File: config.mk
export PLATFORM = sky130hd
export DESIGN_NAME = inst_mem_responder_flat
export DESIGN_NICKNAME = d
export VERILOG_FILES = /design/src/rtl/inst_mem_responder_pkg.sv /design/src/rtl/inst_mem_responder_if.sv /design/src/rtl/inst_mem_responder_word_ram.sv /design/src/rtl/inst_mem_responder.sv /design/src/flat_wrapper.sv
export SDC_FILE = /design/constraint.sdc
export NUM_CORES = 2
export LEC_CHECK = 0
export BUFFER_PORTS_ARGS = -buffer_cell sky130_fd_sc_hd__clkbuf_2
export CAP_MARGIN = 20
export CELL_PAD_IN_SITES_DETAIL_PLACEMENT = 1
export CELL_PAD_IN_SITES_GLOBAL_PLACEMENT = 2
export CORE_MARGIN = 4
export CORE_UTILIZATION = 35
export DETAILED_ROUTE_END_ITERATION = 7
export PLACE_DENSITY = 0.69
export SETUP_SLACK_MARGIN = 0.15
export SYNTH_ARGS = -nofsm -noshare
export SYNTH_HDL_FRONTEND = slang
export SYNTH_SLANG_ARGS = --single-unit
File: constraint.sdc
create_clock -name clk -period 2.35 [get_ports clk]
set_input_delay 0.235 -clock clk [delete_from_list [all_inputs] [get_ports clk]]
set_output_delay 0.235 -clock clk [all_outputs]
set_load 0.02 [all_outputs]
File: src/rtl/inst_mem_responder_pkg.sv
// inst_mem_responder_pkg: shared word width, latency bound and FSM state encodings (IDLE/WAIT/RESPOND/HOLD)
package inst_mem_responder_pkg;
  localparam int WORD_SIZE = 16;
  localparam int LAT_MAX = 15;
  localparam logic [1:0] S_IDLE = 2'd0;
  localparam logic [1:0] S_WAIT = 2'd1;
  localparam logic [1:0] S_RESP = 2'd2;
  localparam logic [1:0] S_HOLD = 2'd3;
endpackage

File: src/rtl/inst_mem_responder_if.sv
// inst_mem_responder_if: CPU fetch handshake; master (CPU) drives readM/address, slave (memory) drives data/inputReady
interface inst_mem_responder_if;
  import inst_mem_responder_pkg::*;
  logic readM;
  logic [WORD_SIZE-1:0] address;
  logic [WORD_SIZE-1:0] data;
  logic inputReady;
  modport master (output readM, address, input data, inputReady);
  modport slave (input readM, address, output data, inputReady);
endinterface

File: src/rtl/inst_mem_responder_word_ram.sv
// word_ram: 2^AB x W store, ports clk, we_i/waddr_i/wdata_i sync write, raddr_i->rdata_o combinational read, no reset
module word_ram #(
  parameter int W = 16,
  parameter int AB = 8
) (
  input  logic          clk,
  input  logic          we_i,
  input  logic [AB-1:0] waddr_i,
  input  logic [W-1:0]  wdata_i,
  input  logic [AB-1:0] raddr_i,
  output logic [W-1:0]  rdata_o
);
  logic [W-1:0] mem [2**AB];
  always_ff @(posedge clk)
    if (we_i) mem[waddr_i] <= wdata_i;
  assign rdata_o = mem[raddr_i];
endmodule

File: src/rtl/inst_mem_responder.sv
// inst_mem_responder: latency-delayed fetch responder, ports clk/reset, bus (slave handshake), load_en/load_addr/load_data preload, busy, num_req
module inst_mem_responder
  import inst_mem_responder_pkg::*;
#(
  parameter int ADDR_BITS = 8,
  parameter int LATENCY = 2
) (
  input  logic                 clk,
  input  logic                 reset,
  inst_mem_responder_if.slave  bus,
  input  logic                 load_en,
  input  logic [WORD_SIZE-1:0] load_addr,
  input  logic [WORD_SIZE-1:0] load_data,
  output logic                 busy,
  output logic [WORD_SIZE-1:0] num_req
);
  if (LATENCY < 0 || LATENCY > LAT_MAX) begin : g_bad_latency
    $error("inst_mem_responder: LATENCY out of range");
  end
  logic [1:0] state_q, state_d;
  logic [3:0] cnt_q, cnt_d;
  logic [ADDR_BITS-1:0] idx_q, idx_d;
  logic [WORD_SIZE-1:0] data_q, data_d, num_q, num_d, rd;
  logic rdy_q, rdy_d;
  logic unused_hi;
  word_ram #(.W(WORD_SIZE), .AB(ADDR_BITS)) u_ram (
    .clk(clk),
    .we_i(load_en),
    .waddr_i(load_addr[ADDR_BITS-1:0]),
    .wdata_i(load_data),
    .raddr_i(idx_q),
    .rdata_o(rd)
  );
  always_comb begin
    state_d = state_q;
    cnt_d = cnt_q;
    idx_d = idx_q;
    data_d = data_q;
    rdy_d = rdy_q;
    num_d = num_q;
    case (state_q)
      S_IDLE: if (bus.readM) begin
        idx_d = bus.address[ADDR_BITS-1:0];
        cnt_d = 4'(LATENCY);
        state_d = LATENCY > 0 ? S_WAIT : S_RESP;
      end
      S_WAIT: begin
        cnt_d = cnt_q - 4'd1;
        state_d = cnt_q == 4'd1 ? S_RESP : S_WAIT;
      end
      S_RESP: begin
        rdy_d = !rdy_q;
        data_d = rdy_q ? data_q : rd;
        num_d = rdy_q ? num_q + WORD_SIZE'(1) : num_q;
        state_d = rdy_q ? S_HOLD : S_RESP;
      end
      default: state_d = bus.readM ? S_HOLD : S_IDLE;
    endcase
  end
  always_ff @(posedge clk) begin
    if (reset) begin
      state_q <= S_IDLE;
      cnt_q <= '0;
      idx_q <= '0;
      data_q <= '0;
      rdy_q <= 1'b0;
      num_q <= '0;
    end else begin
      state_q <= state_d;
      cnt_q <= cnt_d;
      idx_q <= idx_d;
      data_q <= data_d;
      rdy_q <= rdy_d;
      num_q <= num_d;
    end
  end
  assign bus.data = data_q;
  assign bus.inputReady = rdy_q;
  assign busy = state_q != S_IDLE;
  assign num_req = num_q;
  assign unused_hi = ^{bus.address[WORD_SIZE-1:ADDR_BITS], load_addr[WORD_SIZE-1:ADDR_BITS]};
endmodule

File: src/flat_wrapper.sv
// flat-port wrapper written by rule: the top's interface ports become plain ports
module inst_mem_responder_flat import inst_mem_responder_pkg::*;
#(
  parameter int ADDR_BITS = 8,
  parameter int LATENCY = 2
)
  (clk, reset, load_en, load_addr, load_data, busy, num_req, bus_readM, bus_address, bus_data, bus_inputReady);
  inst_mem_responder_if bus_i ();
  input  logic clk;
  input  logic reset;
  input  logic load_en;
  input  logic [WORD_SIZE-1:0] load_addr;
  input  logic [WORD_SIZE-1:0] load_data;
  output logic busy;
  output logic [WORD_SIZE-1:0] num_req;
  input wire logic [$bits(bus_i.readM)-1:0] bus_readM;
  input wire logic [$bits(bus_i.address)-1:0] bus_address;
  output wire logic [$bits(bus_i.data)-1:0] bus_data;
  output wire logic [$bits(bus_i.inputReady)-1:0] bus_inputReady;
  assign bus_i.readM = bus_readM;
  assign bus_i.address = bus_address;
  assign bus_data = bus_i.data;
  assign bus_inputReady = bus_i.inputReady;
  inst_mem_responder #(.ADDR_BITS(ADDR_BITS), .LATENCY(LATENCY)) u_core (.clk(clk), .reset(reset), .bus(bus_i), .load_en(load_en), .load_addr(load_addr), .load_data(load_data), .busy(busy), .num_req(num_req));
endmodule
==> results.py <==
metrics = {
    "setup_path": {
        "worstPathRequired_ps": 3200,
        "timing.rr.start": "u_core.idx_q[0]",
        "path_class": "register to register",
        "arrival_ps": 4020,
        "critical_path_peak_fanout": 6,
        "r2r-end": "u_core.bus.data[7]",
        "critPathCaptureType": "register",
        "r2r_cells": 10,
        "rrSetupSlack_ps": -820,
        "startpoint_type": "register",
    },
    "floorplan": {
        "die_h_um": 685,
        "coreArea_um2": 456000,
        "initial_core_util": 0.351,
        "fp-row-count": 248,
        "die_w_um": 685,
        "die-area_um2": 469000,
        "io_pins": 86,
    },
    "placed_design": {
        "io_buffers": 69,
        "placed_cell_area_um2": 180000,
        "gp_congestion": 0.868,
        "dp_slack_ps": -1750,
        "dp_hpwl_um": 331000,
    },
    "run_status": {
        "status": "finished, violations left",
        "violations": "negative setup slack",
    },
    "min_path": {
        "holdPathEnd": "u_core.u_ram.mem[204][7]",
        "min_from": "load_addr[3]",
        "min_path_type": "input port to register",
        "holdPathStages": 4,
    },
    "layout": {
        "mostFrequentLayoutCells": "4,096 x edfxtp_1, 914 x buf_4, 875 x mux4_2, 444 x clkbuf_16, 431 x buf_12",
        "fin_area_um2": 198000,
        "layout.nets": 8959,
        "fillers": 42500,
        "layout_commonest_cell": "edfxtp_1",
        "multi_input_area_um2": 34500,
        "area_delta_synth_final_pct": 23.5,
        "regArea_um2": 124000,
        "final_util": 0.434,
        "drive_gt1_frac": 0.360,
    },
    "power_and_ir_drop": {
        "power.density_nw_per_um2": 802,
        "p_leak_nw": 62.1,
        "ir_worst_vdd_v": 0.000694,
    },
    "logic_synthesis": {
        "syn-cell-area_um2": 160000,
        "synth_cell_types": 74,
        "ys_top_cells_by_area": "edfxtp_1 77%, mux4_2 12%, mux2i_1 2.6%",
        "synth_top_area_frac": 0.768,
        "synthArstFlopShare": 0,
        "ys_warn_count": 0,
        "synth_seq_cells": 4143,
        "synth_nets": 7414,
        "synth_area_per_cell_um2": 21.8,
        "synth_area_leader_cell": "edfxtp_1",
        "synth.yosys.seq_area_share": 0.774,
        "syn_inst": 7359,
        "ys.flop_type": "edfxtp_1",
        "synth-edff-count": 4096,
    },
    "sta": {
        "whs_ps": 85.7,
        "fmax_ghz": 0.315,
        "fin_crit_ps": 3170,
        "rsz0062_at_grt": "yes",
        "fin_crit_sh": 1.35,
        "drv_slew": 0,
        "finalSetupTns_ps": -11280,
        "relSlewSlack": 0.322,
        "worst_pin_slew_ps": 1020,
        "setup_slack_ps": -824,
        "clock_skew_ps": 102,
        "hold_violations": 0,
        "setup_viol": 16,
    },
    "routing": {
        "wl_um": 515000,
        "vias_per_cell": 5.64,
        "first_pass_iters": 6,
        "drtIter0Drc": 11500,
        "route.detailed.drc": 0,
        "dr_total_vias": 86200,
        "drtAntennaViolNets": 0,
        "wl_per_cell_um": 33.7,
    },
    "grt": {
        "grt_usage": 0.215,
        "grt_max_degree": 86,
        "grt_pass1_wl_um": 715000,
        "antenna_found_initial": 38,
        "first_global_vias": 88000,
        "overflow": 0,
    },
    "clock_tree": {
        "cts_root_buf": "clkbuf_16",
        "clk_pin_slew_worst_paths_ps": 60,
        "clk_path_buf_depth": 4,
        "numCtsBuffers": 427,
        "clock_sinks": 4143,
        "htree_levels": 5,
        "clk-insertion-delay-late_ps": 1010,
        "cts_tree": "done",
    },
    "run": {
        "maxCapViolations": 0,
    },
}
worst max path at each step:
stage                     from                  to  cells after the start  slack [ps]
6_report       u_core.idx_q[0]  u_core.bus.data[7]                     10        -820
5_1_grt        u_core.idx_q[0]  u_core.bus.data[7]                     10        -830
4_1_cts        u_core.idx_q[0]  u_core.bus.data[7]                     10        -810
3_5_place_dp   u_core.idx_q[0]  u_core.bus.data[5]                     10       -1750
3_3_place_gp   u_core.idx_q[0]  u_core.bus.data[6]                     10       -1950
2_1_floorplan  u_core.idx_q[0]  u_core.bus.data[6]                     10         -60
Yosys cell counts, drive strengths merged (3+ instances only):
cell type  instances
o21a               3
dfxtp             47
inv                8
nand2b             6
a2111oi           18
nand2            143
ha                 3
nor2             338
nand4             26
a221o              8
a221oi            12
o221ai            70
nand3             78
a22oi             81
nor2b             13
o41ai              4
a211o              9
a311oi             4
xnor2              3
nand3b             4
a211oi            37
o22ai            170
o21ai             71
o211ai            20
nor3              50
o31ai              9
edfxtp          4096
xor2              10
a21oi             89
clkbuf           158
nor4              25
o311ai             6
mux2i            414
or3               37
buf              276
a31oi             14
a22o              13
a2111o             4
and2              14
mux4             895
and3              13
mux2              40
stage by stage:
stage          instances  total power [mW]
2_1_floorplan       7359              87.5
3_3_place_gp       14300              92.5
3_5_place_dp       14300              92.8
4_1_cts            15200               159
5_1_grt            15300               163
6_report           15300               159
layout make-up:
type | count | share of cell area
Clock buffer | 525 | 0.0567
Multi-Input combinational cell | 2769 | 0.175
Clock inverter | 259 | 0.0118
Antenna cell | 11 | 0.000139
Timing Repair Buffer | 1553 | 0.0922
Inverter | 10 | 0.000240
Tap cell | 6000 | 0.0379
Sequential cell | 4143 | 0.627
power breakdown:
part / internal [mW] / total [mW] / switching [mW]
combinational: 4.57 / 10.9 / 6.29
clock: 37.6 / 66.3 / 28.7
sequential: 81.3 / 81.4 / 0.0889
critical path: stages, from the launching register on:
cell      delay, ps
dfxtp_4         410
buf_12          140
buf_16          170
buf_12          150
mux4_2          510
mux4_2          490
o211ai_1        550
buf_4           250
a211o_4         160
buf_12          110
o211ai_1         80
repair_timing:
action,4_1_cts,5_1_grt
pin swaps,29,57
resized for setup,254,144
setup endpoints to repair,20,17
hold endpoints to repair,1825,0
gates cloned,9,12
hold buffers,29,0
setup buffers,77,71
logic make-up (layout without fill, tap and decap cells):
| logic type | Yosys count | in the layout | share of synthesized area |
|---|---|---|---|
| AOI/OAI and AO/OA | 647 | 647 | 0.0283 |
| xor gates and xnor gates | 13 | 13 | 0.000711 |
| adders and majority gates | 3 | 3 | 0.000234 |
| buffers and inverters | 447 | 2347 | 0.0207 |
| DFF | 4143 | 4143 | 0.774 |
| muxes | 1349 | 1349 | 0.155 |
| other | 0 | 11 | 0 |
| and+or+nand+nor | 757 | 757 | 0.0213 |
registers in the layout (all words and copies together) (netlist names):
| register | cells |
|---|---|
| u_core.cnt_q | 4 |
| u_core.u_ram.mem | 4096 |
| u_core.num_req | 16 |
| u_core.state_q | 2 |
| u_core.idx_q | 8 |
| u_core.bus.inputReady | 1 |
| u_core.bus.data | 16 |
routing by layer:
metal | up-vias | track usage | part of all wire
met4 | 12 | 0.0784 | 0.041
met2 | 4181 | 0.342 | 0.47
li1 | 34200 | - | -
met1 | 47000 | 0.297 | 0.40
met3 | 795 | 0.0367 | 0.082
met5 | - | 0 | 0.00015
Power figures use the tool's default switching activity.
